===== src/rtl/gate_cursor_ctrl_pkg.sv =====
// Shared definitions for the gate-select cursor: grid limits, direction and FSM
// encodings, and the navigation function that maps (cell, direction) to the next cell.
package gate_cursor_ctrl_pkg;

  localparam int GATE_W = 5;
  localparam logic [GATE_W-1:0] GATE_MIN = 5'd1;
  localparam logic [GATE_W-1:0] GATE_ROW = 5'd8;
  localparam logic [GATE_W-1:0] GATE_MAX = 5'd18;

  typedef enum logic [1:0] {
    DIR_U = 2'd0,
    DIR_D = 2'd1,
    DIR_L = 2'd2,
    DIR_R = 2'd3
  } dir_e;

  typedef enum logic [1:0] {
    ST_IDLE = 2'd0,
    ST_MOVE = 2'd1,
    ST_LOCK = 2'd2
  } state_e;

  // Rows: A = 1..8, B = 9..16, C = 17..18. Horizontal moves wrap inside a row.
  // Any illegal current cell (0 or above GATE_MAX) recovers to GATE_MIN.
  function automatic logic [GATE_W-1:0] nav_next(input logic [GATE_W-1:0] cur,
                                                 input dir_e dir);
    logic [GATE_W-1:0] nxt;
    nxt = cur;
    if (cur < GATE_MIN || cur > GATE_MAX) begin
      nxt = GATE_MIN;
    end else begin
      case (dir)
        DIR_R: begin
          if (cur == 5'd8)       nxt = 5'd1;
          else if (cur == 5'd16) nxt = 5'd9;
          else if (cur == 5'd18) nxt = 5'd17;
          else                   nxt = cur + 5'd1;
        end
        DIR_L: begin
          if (cur == 5'd1)       nxt = 5'd8;
          else if (cur == 5'd9)  nxt = 5'd16;
          else if (cur == 5'd17) nxt = 5'd18;
          else                   nxt = cur - 5'd1;
        end
        DIR_U: begin
          if (cur == 5'd17)      nxt = 5'd10;
          else if (cur == 5'd18) nxt = 5'd15;
          else if (cur > GATE_ROW) nxt = cur - GATE_ROW;
          else                   nxt = cur;
        end
        default: begin
          if (cur >= 5'd9 && cur <= 5'd12)       nxt = 5'd17;
          else if (cur >= 5'd13 && cur <= 5'd16) nxt = 5'd18;
          else if (cur <= GATE_ROW)              nxt = cur + GATE_ROW;
          else                                   nxt = cur;
        end
      endcase
    end
    return nxt;
  endfunction

endpackage


===== src/rtl/gate_cursor_ctrl_btn_debounce.sv =====
// One button input: 2-FF synchroniser, stability counter, and a one-clock pulse
// on each rising edge of the debounced level.
module btn_debounce #(
  parameter int DEBOUNCE_CYCLES = 1_000_000
) (
  input  logic clk,
  input  logic rst_n,
  input  logic raw,
  output logic level,
  output logic rise
);

  localparam int CNT_W = (DEBOUNCE_CYCLES > 1) ? $clog2(DEBOUNCE_CYCLES) : 1;
  localparam logic [CNT_W-1:0] CNT_LAST = CNT_W'(DEBOUNCE_CYCLES - 1);

  logic             sync1_q, sync2_q;
  logic             level_q, level_d;
  logic             rise_q, rise_d;
  logic [CNT_W-1:0] cnt_q, cnt_d;

  // The counter only runs while the synced input disagrees with the level, so a
  // change must persist for DEBOUNCE_CYCLES consecutive clocks to be accepted.
  always_comb begin
    cnt_d   = '0;
    level_d = level_q;
    if (sync2_q != level_q) begin
      if (cnt_q == CNT_LAST) begin
        level_d = sync2_q;
      end else begin
        cnt_d = cnt_q + 1'b1;
      end
    end
    rise_d = level_d & ~level_q;
  end

  always_ff @(posedge clk or negedge rst_n) begin
    if (!rst_n) begin
      sync1_q <= 1'b0;
      sync2_q <= 1'b0;
      level_q <= 1'b0;
      rise_q  <= 1'b0;
      cnt_q   <= '0;
    end else begin
      sync1_q <= raw;
      sync2_q <= sync1_q;
      level_q <= level_d;
      rise_q  <= rise_d;
      cnt_q   <= cnt_d;
    end
  end

  assign level = level_q;
  assign rise  = rise_q;

endmodule


===== src/rtl/gate_cursor_ctrl.sv =====
// Button-driven cursor for the VGA gate-select grid: four debounced buttons feed a
// priority encoder and an IDLE/MOVE/LOCK FSM that moves gate_select one cell per press.
module gate_cursor_ctrl
  import gate_cursor_ctrl_pkg::*;
#(
  parameter int DEBOUNCE_CYCLES = 1_000_000,
  parameter int SEL_W           = 5
) (
  input  logic             CLK100MHZ,
  input  logic             CPU_RESETN,
  input  logic             en,
  input  logic             BTNU,
  input  logic             BTND,
  input  logic             BTNL,
  input  logic             BTNR,
  output logic [SEL_W-1:0] gate_select,
  output logic             moved,
  output logic [1:0]       move_dir,
  output state_e           state_dbg
);

  logic [3:0] raw_btn, level, rise;

  // Vector index equals the dir_e encoding.
  assign raw_btn = {BTNR, BTNL, BTND, BTNU};

  for (genvar i = 0; i < 4; i++) begin : g_btn
    btn_debounce #(
      .DEBOUNCE_CYCLES(DEBOUNCE_CYCLES)
    ) u_btn (
      .clk  (CLK100MHZ),
      .rst_n(CPU_RESETN),
      .raw  (raw_btn[i]),
      .level(level[i]),
      .rise (rise[i])
    );
  end

  state_e           state_q, state_d;
  dir_e             dir_q, dir_d;
  dir_e             move_dir_q, move_dir_d;
  logic [SEL_W-1:0] gate_select_q, gate_select_d;
  logic             moved_q, moved_d;
  dir_e             press_dir;
  logic [GATE_W-1:0] cur_cell;

  always_comb begin
    if (rise[0])      press_dir = DIR_U;
    else if (rise[1]) press_dir = DIR_D;
    else if (rise[2]) press_dir = DIR_L;
    else              press_dir = DIR_R;
  end

  // Upper bits beyond the grid width make the value illegal; present 0 so nav_next recovers it.
  assign cur_cell = (gate_select_q > SEL_W'(GATE_MAX)) ? '0 : gate_select_q[GATE_W-1:0];

  always_comb begin
    state_d       = state_q;
    dir_d         = dir_q;
    move_dir_d    = move_dir_q;
    gate_select_d = gate_select_q;
    moved_d       = 1'b0;
    case (state_q)
      ST_IDLE: begin
        if (en && (|rise)) begin
          dir_d   = press_dir;
          state_d = ST_MOVE;
        end
      end
      ST_MOVE: begin
        gate_select_d = SEL_W'(nav_next(cur_cell, dir_q));
        move_dir_d    = dir_q;
        moved_d       = 1'b1;
        state_d       = ST_LOCK;
      end
      ST_LOCK: begin
        if (level == 4'b0000) state_d = ST_IDLE;
      end
      default: state_d = ST_IDLE;
    endcase
  end

  always_ff @(posedge CLK100MHZ or negedge CPU_RESETN) begin
    if (!CPU_RESETN) begin
      state_q       <= ST_IDLE;
      dir_q         <= DIR_U;
      move_dir_q    <= DIR_U;
      gate_select_q <= SEL_W'(GATE_MIN);
      moved_q       <= 1'b0;
    end else begin
      state_q       <= state_d;
      dir_q         <= dir_d;
      move_dir_q    <= move_dir_d;
      gate_select_q <= gate_select_d;
      moved_q       <= moved_d;
    end
  end

  assign gate_select = gate_select_q;
  assign moved       = moved_q;
  assign move_dir    = move_dir_q;
  assign state_dbg   = state_q;

endmodule


===== config.mk =====
export PLATFORM = sky130hd
export DESIGN_NAME = gate_cursor_ctrl
export DESIGN_NICKNAME = d
export VERILOG_FILES = /design/src/rtl/gate_cursor_ctrl_pkg.sv /design/src/rtl/gate_cursor_ctrl_btn_debounce.sv /design/src/rtl/gate_cursor_ctrl.sv
export SDC_FILE = /design/constraint.sdc
export NUM_CORES = 1
export LEC_CHECK = 0
export BUFFER_PORTS_ARGS = -buffer_cell sky130_fd_sc_hd__buf_4
export CELL_PAD_IN_SITES_DETAIL_PLACEMENT = 0
export CELL_PAD_IN_SITES_GLOBAL_PLACEMENT = 2
export CORE_MARGIN = 1
export CORE_UTILIZATION = 43
export DETAILED_ROUTE_END_ITERATION = 10
export HOLD_SLACK_MARGIN = 0.15
export PLACE_DENSITY = 0.83
export SYNTH_ARGS = -nofsm -noshare
export SYNTH_HDL_FRONTEND = slang
export SYNTH_SLANG_ARGS = --single-unit

===== constraint.sdc =====
create_clock -name CLK100MHZ -period 4.53 [get_ports CLK100MHZ]
set_clock_uncertainty 0.05 [all_clocks]
set_input_delay 0.453 -clock CLK100MHZ [delete_from_list [all_inputs] [get_ports CLK100MHZ]]
set_output_delay 0.453 -clock CLK100MHZ [all_outputs]
set_load 0.02 [all_outputs]

* Yosys cells after proc, flatten, opt, wreduce, memory -nomap -nowiden
Cells that the tools add are included.
Word-level totals: register bits after elaboration 108
Operators by class: add/sub/neg operators 8, magnitude comparators 9, eq/ne operators 20, mux-type cells 38, bitwise logic cells 8, reduce and logical (&&, ||, !) cells 10
Operator list (number):
- $mux W20 | 8
- $add A20 B1 Y20 const B | 4
- $eq A20 B20 Y1 const B | 4
- $mux W5 | 14
- $eq A5 B5 Y1 const B | 3
- $pmux W5 S3 | 1
- $eq A5 B4 Y1 const B | 2
- $ge A5 B4 Y1 const B | 2
- $gt A5 B5 Y1 const B | 2
- $le A5 B4 Y1 const B | 2
- $mux W1 | 10
- $mux W2 | 4
- $eq A2 B2 Y1 const B | 3
- $pmux W2 S3 | 1
- $add A5 B1 Y5 const B | 1
- $add A5 B4 Y5 const B | 1
- $eq A5 B1 Y1 const B | 1
- $gt A5 B4 Y1 const B | 1
- $le A5 B5 Y1 const B | 1
- $lt A5 B1 Y1 const B | 1
- $sub A5 B1 Y5 const B | 1
- $sub A5 B4 Y5 const B | 1
- $and A1 B1 Y1 | 4
- $logic_not A2 Y1 | 2
- other kinds (9) | 19

* Logic depth before layout (Yosys ltp)
Gate-level depths: netlist (run 1).
word-level depth 8, depth in mapped cells 11, mapped depth without buffers 9

* Hierarchy
A second synthesis (run 1) with hierarchy kept.
Second synthesis, totals: cell total of the unflattened synthesis 622, area total of the unflattened synthesis 5829.3 µm²
Modules (own cells, without submodules):
- btn_debounce | times used 4, cells each 116, area each 1136.1 µm², seq. area each 600.6 µm²
- gate_cursor_ctrl | times used 1, cells each 158, area each 1285.0 µm², seq. area each 301.5 µm²

* Least setup slack after synthesis (run 1)
Ideal clock, no wire load.
path kind reg2reg, start reg gate_select_q[0] (netlist: gate_select[0]), end reg gate_select_q[0] (netlist: gate_select[0]), library setup time 77 ps, arrival time 2330 ps, path slack 2073 ps, stages on the path, launching flop included 12, path buffers 3, cells stage by stage dfstp_2 -> buf_2 -> buf_1 -> o21ai_1 -> inv_1 -> ha_1 -> clkbuf_1 -> nor2_1 -> a2bb2oi_1 -> o22ai_1 -> nand2_1 -> a31oi_1
Between the ends: cells in the longest elaborated chain, start to end 8, elaborated cells on any way between the ends 37, those cells by class add/sub: 4; order compare: 9; eq/ne: 6; mux: 15; reduce/logical: 3
Ends and longest elaborated chain:
- start: declaration | RTL line gate_cursor_ctrl.sv:42 | logic [SEL_W-1:0] gate_select_q, gate_select_d;
- start signal: assignment | RTL line gate_cursor_ctrl.sv:88 | gate_select_q <= SEL_W'(GATE_MIN);
- start signal: assignment | RTL line gate_cursor_ctrl.sv:94 | gate_select_q <= gate_select_d;
- $gt A5 B5 Y1 | RTL line gate_cursor_ctrl.sv:55 | assign cur_cell = (gate_select_q > SEL_W'(GATE_MAX)) ? '0 : gate_select_q[GATE_W-1:0];
- $mux W5 * | RTL line gate_cursor_ctrl.sv:55
- $add A5 B4 Y5, or another cell as far along | RTL line gate_cursor_ctrl_pkg.sv:54 | else if (cur <= GATE_ROW) nxt = cur + GATE_ROW;
- $mux W5, or another cell as far along | RTL line gate_cursor_ctrl_pkg.sv:54
- $mux W5 (on tied branches) (2 in a row)
- $pmux W5 S3 | RTL line gate_cursor_ctrl_pkg.sv:32 | case (dir)
- $mux W5 * | RTL line gate_cursor_ctrl_pkg.sv:29 | if (cur < GATE_MIN || cur > GATE_MAX) begin
Mark *: on every way between the ends. The rest lies on a longest branch, timed or not. A chain may end at the register's enable or synchronous reset.

* Worst setup path after layout (run 1)
start reg gate_select_q[2] (netlist: gate_select[2]), end reg gate_select_q[3] (netlist: gate_select[3])
Same word-level chain as after synthesis.

==> results.ini, run 1 <==
[timing]
rsz0062_at_grt = false
fin_tns_setup_ns = 0
slew_viol_final = 0
hold_viol = 0
worst_pin_slew_ns = 0.9219
fmaxAchievable_ghz = 0.3609
max_slew_margin_pct = 38.54
period_minus_slack_ns = 2.771
timing.final.crit_share_pct = 61.16
finalSetupViolCount = 0

[synth]
synth-seq-cells = 108
synthTopCellsByArea = dfrtp_1 48%, nor2_1 7.1%, xor2_1 6.5%
ys_seq_area_share_pct = 48.09
synth_largest_area_cell = dfrtp_1
synth_top_area_share_pct = 47.62
synth_edf_count = 0
syn-cell-area_um2 = 5623
syn-num-nets = 605
synthFlopType = dfrtp_1
syn_avg_cell_area_um2 = 9.595
ys_warn_count = 0
netlist-cell-type-count = 66
synthCells = 586
yosys-top-cells-count = 107 x dfrtp_1, 107 x nor2_1, 46 x nand2_1
async_reset_ff_share_pct = 100.0

[worst_setup_path]
timing.rr.end = gate_select[3]
r2r_cells = 8
crit_path_start_kind = register
r2r-start = gate_select[2]
cp-end-kind = register
r2r_setup_slack_ns = 1.76
worst-path-max-fanout = 23
arrival_ns = 2.99
crit_required_ns = 4.75
crit_type = register to register

[clocking]
cts_max_level = 3
clock_sinks = 108
ctsRootBufferMaster = clkbuf_16
clkLatencyLatePin_ns = 0.35
path_clk_slew_ns = 0.07
numCtsBuffers = 9
cts_tree = yes
clockBufferDepth = 2

[routing]
drc = 0
ant_nets = 0
wirelength_mm = 11.18
first_pass_iters = 4
dr_total_vias = 4063
detail_route.iter0.violations = 294
via_per_inst = 5.243
wire_per_inst_um = 14.43

[hold_path]
hp-class = input pin to register
hold_path.startpoint = BTNL
hold_path_depth = 1
hold_end = g_btn[2].u_btn.sync1_q

[grt]
grt_pass1_wl_mm = 19.20
grt_start_max_net_pins = 73
grt_pass1_vias = 4024
grt_overflow = 0
grt_antenna_before_repair = 0
grt_usage_pct = 18.21

[pwr]
p_leak_nw = 2.651
vdd_drop_max_v = 0.0002392
power.switching_mw = 0.3976
p_seq_share_pct = 54.2
p_clk_share_pct = 42.8
switching_share_pct = 21.84
combinationalPowerShare_pct = 3.0
powerDensity_nw_per_um2 = 294.1
p_int_mw = 1.423

[job]
cap_violations = 0

[placement]
place.detailed.hpwl_mm = 7.546
dp.cells = 757
portBuffers = 16
routabilityCongestion = 0.8606

[die]
core_area_um2 = 12670
die_w_um = 116.4
die_height_um = 116.4
initial_utilization_pct = 44.38
io_pins = 17
dieArea_um2 = 13540
rows = 41

[run_status]
outcome = complete, no violations

[final_layout]
fin_nets = 617
fillCellCount = 1216
antenna_cells = 0
area_delta_synth_final_pct = 10.08
final_cells = 775
drive_gt1_share_pct = 9.121

state kept, by name, summed over array words and instances (netlist names):
| signal | cells |
|---|---|
| dir_q | 2 |
| g_btn.u_btn.cnt_q | 80 |
| g_btn.u_btn.level | 4 |
| g_btn.u_btn.rise | 4 |
| g_btn.u_btn.sync1_q | 4 |
| g_btn.u_btn.sync2_q | 4 |
| gate_select | 5 |
| move_dir | 2 |
| moved | 1 |
| state_dbg | 2 |
power by group through the flow:
stage	combinational (mW)	sequential (mW)	clock, mW
floorplan	0.0265	1.00	0
global placement	0.0550	1.01	0
detailed placement	0.0559	1.01	0
CTS	0.0568	0.987	0.818
global route	0.0641	0.989	0.848
finish	0.0544	0.987	0.779
cells in the final DEF (no fill, tap or decap), types with 3 or more instances in the layout:
cell type	instances
xor2_1	42
and3_1	21
nand3_1	32
dfrtp_1	107
nor2_1	107
mux2_2	3
xnor2_1	35
nand2_1	46
o21ai_0	13
a21oi_1	13
o22ai_1	4
nor3b_1	5
inv_1	16
clkbuf_16	9
a31oi_1	4
and4_1	4
nand4_1	14
nand3b_1	3
ha_1	12
buf_4	18
nand2b_1	7
nor2b_1	5
clkinvlp_4	3
nor3_1	15
nor4_1	6
what timing repair did:
| item | 4_1_cts | 5_1_grt |
|---|---|---|
| setup buffers | 0 | 0 |
| hold endpoints to repair | 1 | 1 |
| endpoints found under the setup margin | 0 | 0 |
| hold buffers | 1 | 1 |
| gates resized for setup | 0 | 0 |
per-stage QoR:
stage	util, %	hold WS (ns)	instance area [µm²]	worst slack [ns]	total power [mW]
2_1_floorplan	-	0.1074	5623	2.073	1.030
3_3_place_gp	46.37	0.2843	5876	1.899	1.060
3_5_place_dp	46.37	0.2864	5876	1.844	1.062
4_1_cts	48.77	0.1530	6180	1.813	1.862
5_1_grt	48.85	0.1515	6190	1.588	1.901
6_report	48.85	0.1727	6190	1.759	1.820
cell families after synthesis:
| group | synth area share, % |
|---|---|
| AO/OA/AOI/OAI | 7.054 |
| XOR/XNOR | 11.99 |
| adder cells (fa/ha/maj) | 2.670 |
| buffers and inverters | 2.804 |
| flip-flops | 48.09 |
| multiplexers | 1.491 |
| AND/OR/NAND/NOR | 25.90 |
worst max path at each step:
stage                                 to  slack, ns      startpoint
after floorplan           gate_select[0]       2.07  gate_select[0]
after global placement    gate_select[3]       1.90  gate_select[2]
after detailed placement  gate_select[3]       1.84  gate_select[2]
after CTS                 gate_select[3]       1.81  gate_select[2]
after global routing      gate_select[3]       1.59  gate_select[2]
final                     gate_select[3]       1.76  gate_select[2]
layer usage:
metal	share of wire, %	up-vias	GRT usage, %
met5	0	-	0
met1	49	1971	24.86
met4	1.5	0	6.667
li1	-	2018	-
met2	46	59	28.28
met3	3.3	15	4.203
final cells by class:
type	count	area (µm²)	area share, %
Clock inverter	5	61.31	0.9905
Tap cell	172	215.2	3.477
Timing Repair Buffer	20	155.1	2.507
Sequential cell	108	2704	43.68
Inverter	16	60.06	0.9703
Multi-Input combinational cell	443	2761	44.61
Clock buffer	11	232.7	3.760
critical path: stages, from the launching register on:
cell and delay [ns]:
dfrtp_1 0.64, o31ai_1 0.44, nand2_1 0.16, ha_1 0.44, or3_1 0.37, a21oi_1 0.15, o311a_1 0.20, o22ai_1 0.09
a2bb2oi_1 0.17
(Power assumes the default switching activity.)
==> run 2, diff against run 1 <==
--- a/config.mk
+++ b/config.mk
@@ -9,10 +9,10 @@
 export CELL_PAD_IN_SITES_DETAIL_PLACEMENT = 0
 export CELL_PAD_IN_SITES_GLOBAL_PLACEMENT = 2
 export CORE_MARGIN = 1
-export CORE_UTILIZATION = 43
+export CORE_UTILIZATION = 40
 export DETAILED_ROUTE_END_ITERATION = 10
 export HOLD_SLACK_MARGIN = 0.15
-export PLACE_DENSITY = 0.83
+export PLACE_DENSITY = 0.78
 export SYNTH_ARGS = -nofsm -noshare
 export SYNTH_HDL_FRONTEND = slang
 export SYNTH_SLANG_ARGS = --single-unit
==> constraint.sdc (replaced) <==
create_clock -name CLK100MHZ -period 2.7 [get_ports CLK100MHZ]
set_clock_uncertainty 0.05 [all_clocks]
set_input_delay 0.27 -clock CLK100MHZ [delete_from_list [all_inputs] [get_ports CLK100MHZ]]
set_output_delay 0.27 -clock CLK100MHZ [all_outputs]
set_load 0.02 [all_outputs]
==> run 2 against run 1 <==
  * Hold slack improved by 0.068 ns
  * Via count increased by 2.0%
  * Critical path depth increased by 2
  * Sequential power increased by 68%
  * First-iteration DRC count increased by 23%
  * Worst setup slack got worse by 1.3 ns
  * Critical path type unchanged
  * Flip-flop and latch count unchanged
  * Die area increased by 7.4%
  * Cell count increased by 2.6%
  * Total power increased by 66%
==> results.ini, run 2 (same netlist as run 1, synthesis figures left out) <==
[run_status]
outcome = complete, no violations  ; unchanged

[clocking]
cts_setup_buffers = 0  ; unchanged
clockBufferDepth = 2  ; unchanged
path_clk_slew_ns = 0.07  ; about the same
cts_max_level = 3  ; unchanged
clock_sinks = 108  ; unchanged
numCtsBuffers = 9  ; unchanged
cts_tree = yes  ; unchanged
clkLatencyLatePin_ns = 0.35  ; about the same
ctsRootBufferMaster = clkbuf_16  ; unchanged

[routing]
drc = 0  ; unchanged
ant_nets = 0  ; unchanged
first_pass_iters = 4  ; unchanged
detail_route.iter0.violations = 363  ; was 294
wire_per_inst_um = 14.68  ; was 14.43 µm
via_per_inst = 5.215  ; was 5.243
dr_total_vias = 4146  ; was 4,063
wirelength_mm = 11.67  ; was 11.18 mm

[timing]
rsz0062_at_grt = false  ; unchanged
max_slew_margin_pct = 49.24  ; was 38.54%
worst_pin_slew_ns = 0.7556  ; was 0.9219 ns
finalSetupViolCount = 0  ; unchanged
timing.final.crit_share_pct = 84.38  ; was 61.16%
hold_viol = 0  ; unchanged
fmaxAchievable_ghz = 0.4389  ; was 0.3609 GHz
period_minus_slack_ns = 2.278  ; was 2.771 ns
fin_ws_ns = 0.4218  ; was 1.759 ns
fin_tns_setup_ns = 0  ; unchanged
slew_viol_final = 0  ; unchanged

[grt]
grt_pass1_wl_mm = 19.91  ; was 19.20 mm
grt_antenna_before_repair = 0  ; unchanged
grt_start_max_net_pins = 49  ; was 73
grt_overflow = 0  ; unchanged
grt_usage_pct = 17.40  ; was 18.21%
grt_pass1_vias = 4141  ; was 4,024

[worst_setup_path]
cp-end-kind = register  ; unchanged
cp_slowest_cell = dfrtp_1  ; unchanged
crit_path_start = gate_select[3]  ; was gate_select[2]
critPathBufInv = 2  ; was 0
r2r_setup_slack_ns = 0.42  ; was 1.76 ns
crit_type = register to register  ; unchanged
worst-path-max-fanout = 7  ; was 23
slowest_delay_ns = 0.43  ; was 0.64 ns
arrival_ns = 2.51  ; was 2.99 ns
crit_required_ns = 2.93  ; was 4.75 ns
crit_path_start_kind = register  ; unchanged
crit_family = compound AO/OA/AOI/OAI gates  ; unchanged
crit_chain = buf_4 > nor3_1 > o21ai_1 > inv_1 > ha_1 > or3_1 > a21oi_1 > o311a_1 > o22ai_1 > a2bb2oi_1  ; was o31ai_1 > nand2_1 > ha_1 > or3_1 > a21oi_1 > o311a_1 > o22ai_1 > a2bb2oi_1
r2r-start = gate_select[3]  ; was gate_select[2]

[final_layout]
largest_register_ffs = 80  ; unchanged
area_delta_synth_final_pct = 12.46  ; was 10.08%
final_cell_mix = 107 x nor2_1, 107 x dfrtp_1, 46 x nand2_1, 42 x xor2_1, 35 x xnor2_1  ; unchanged
top_register = g_btn.u_btn.cnt_q  ; unchanged
fillCellCount = 1296  ; was 1,216
drive_gt1_share_pct = 11.31  ; was 9.121%
antenna_cells = 0  ; unchanged
fin_nets = 633  ; was 617

[die]
die_height_um = 120.6  ; was 116.4 µm
dieArea_um2 = 14540  ; was 13,540 µm²
rows = 42  ; was 41
die_w_um = 120.6  ; was 116.4 µm
io_pins = 17  ; unchanged
initial_utilization_pct = 41.80  ; was 44.38%
core_area_um2 = 13450  ; was 12,670 µm²

[placement]
place.detailed.hpwl_mm = 8.053  ; was 7.546 mm
preCtsSetupSlack_ns = 0.4360  ; was 1.844 ns
portBuffers = 16  ; unchanged
routabilityCongestion = 0.8559  ; was 0.8606

[hold_path]
hold_path.startpoint = en  ; was BTNL
hp-class = input pin to register  ; unchanged

[pwr]
vdd_drop_max_v = 0.0003183  ; was 0.0002392 V
p_leak_nw = 2.737  ; was 2.651 nW
powerDensity_nw_per_um2 = 478.6  ; was 294.1 nW/µm²

[job]
cap_violations = 0  ; unchanged

run 2: repair_timing:
item                                    CTS  global route
hold buffers                              5             0
endpoints found under the hold margin    38             0
resized for setup                         0             0
endpoints found under the setup margin    0             0
run 2: per-layer routing:
metal | track usage (%) | routed length (µm) | share of wire [%]
met2 | 26.87 | 5284 | 45
met5 | 0 | 0 | 0
met3 | 3.821 | 410 | 3.5
met1 | 23.63 | 5773 | 49
met4 | 7.253 | 206 | 1.8
run 2: final cells by class:
type / count / area, µm² / share of cell area, %
well taps: 176 / 220.2 / 3.482
clock buffers: 9 / 225.2 / 3.562
multi-input cells: 443 / 2761 / 43.67
flip-flops and latches: 108 / 2704 / 42.76
inverters: 16 / 60.06 / 0.9497
repair buffers: 36 / 295.3 / 4.670
clock inverters: 7 / 57.56 / 0.9102
run 2: tightest hold or removal path: stages:
cell	delay [ns]
buf_4	0.11
nand2_1	0.12
a21oi_1	0.09
run 2: report_power, final:
part	internal (mW)	switching, mW
clock	0.639	0.631
sequential	1.64	0.0191
combinational	0.0329	0.0678
run 2: through the flow:
stage | cells | total power, mW | utilization (%) | hold slack (ns) | area, µm²
after floorplan | 586 | 1.728 | - | -0.07559 | 5623
after global placement | 774 | 1.786 | 44.53 | 0.2516 | 5991
after detailed placement | 774 | 1.786 | 44.53 | 0.2411 | 5991
after CTS | 795 | 3.086 | 47.01 | 0.1903 | 6324
after global routing | 795 | 3.142 | 47.01 | 0.2512 | 6324
final | 795 | 3.027 | 47.01 | 0.2403 | 6324
run 2: path summary, 6_finish.rpt:
path / end / cells after the start
min in group asynchronous: gate_select[3] / 2
min reg2reg: g_btn[0].u_btn.sync2_q / 0
min: state_dbg[0] / 3
max in group asynchronous: g_btn[2].u_btn.cnt_q[16] / 3
max: gate_select[3] / 10
max reg2reg: gate_select[3] / 10
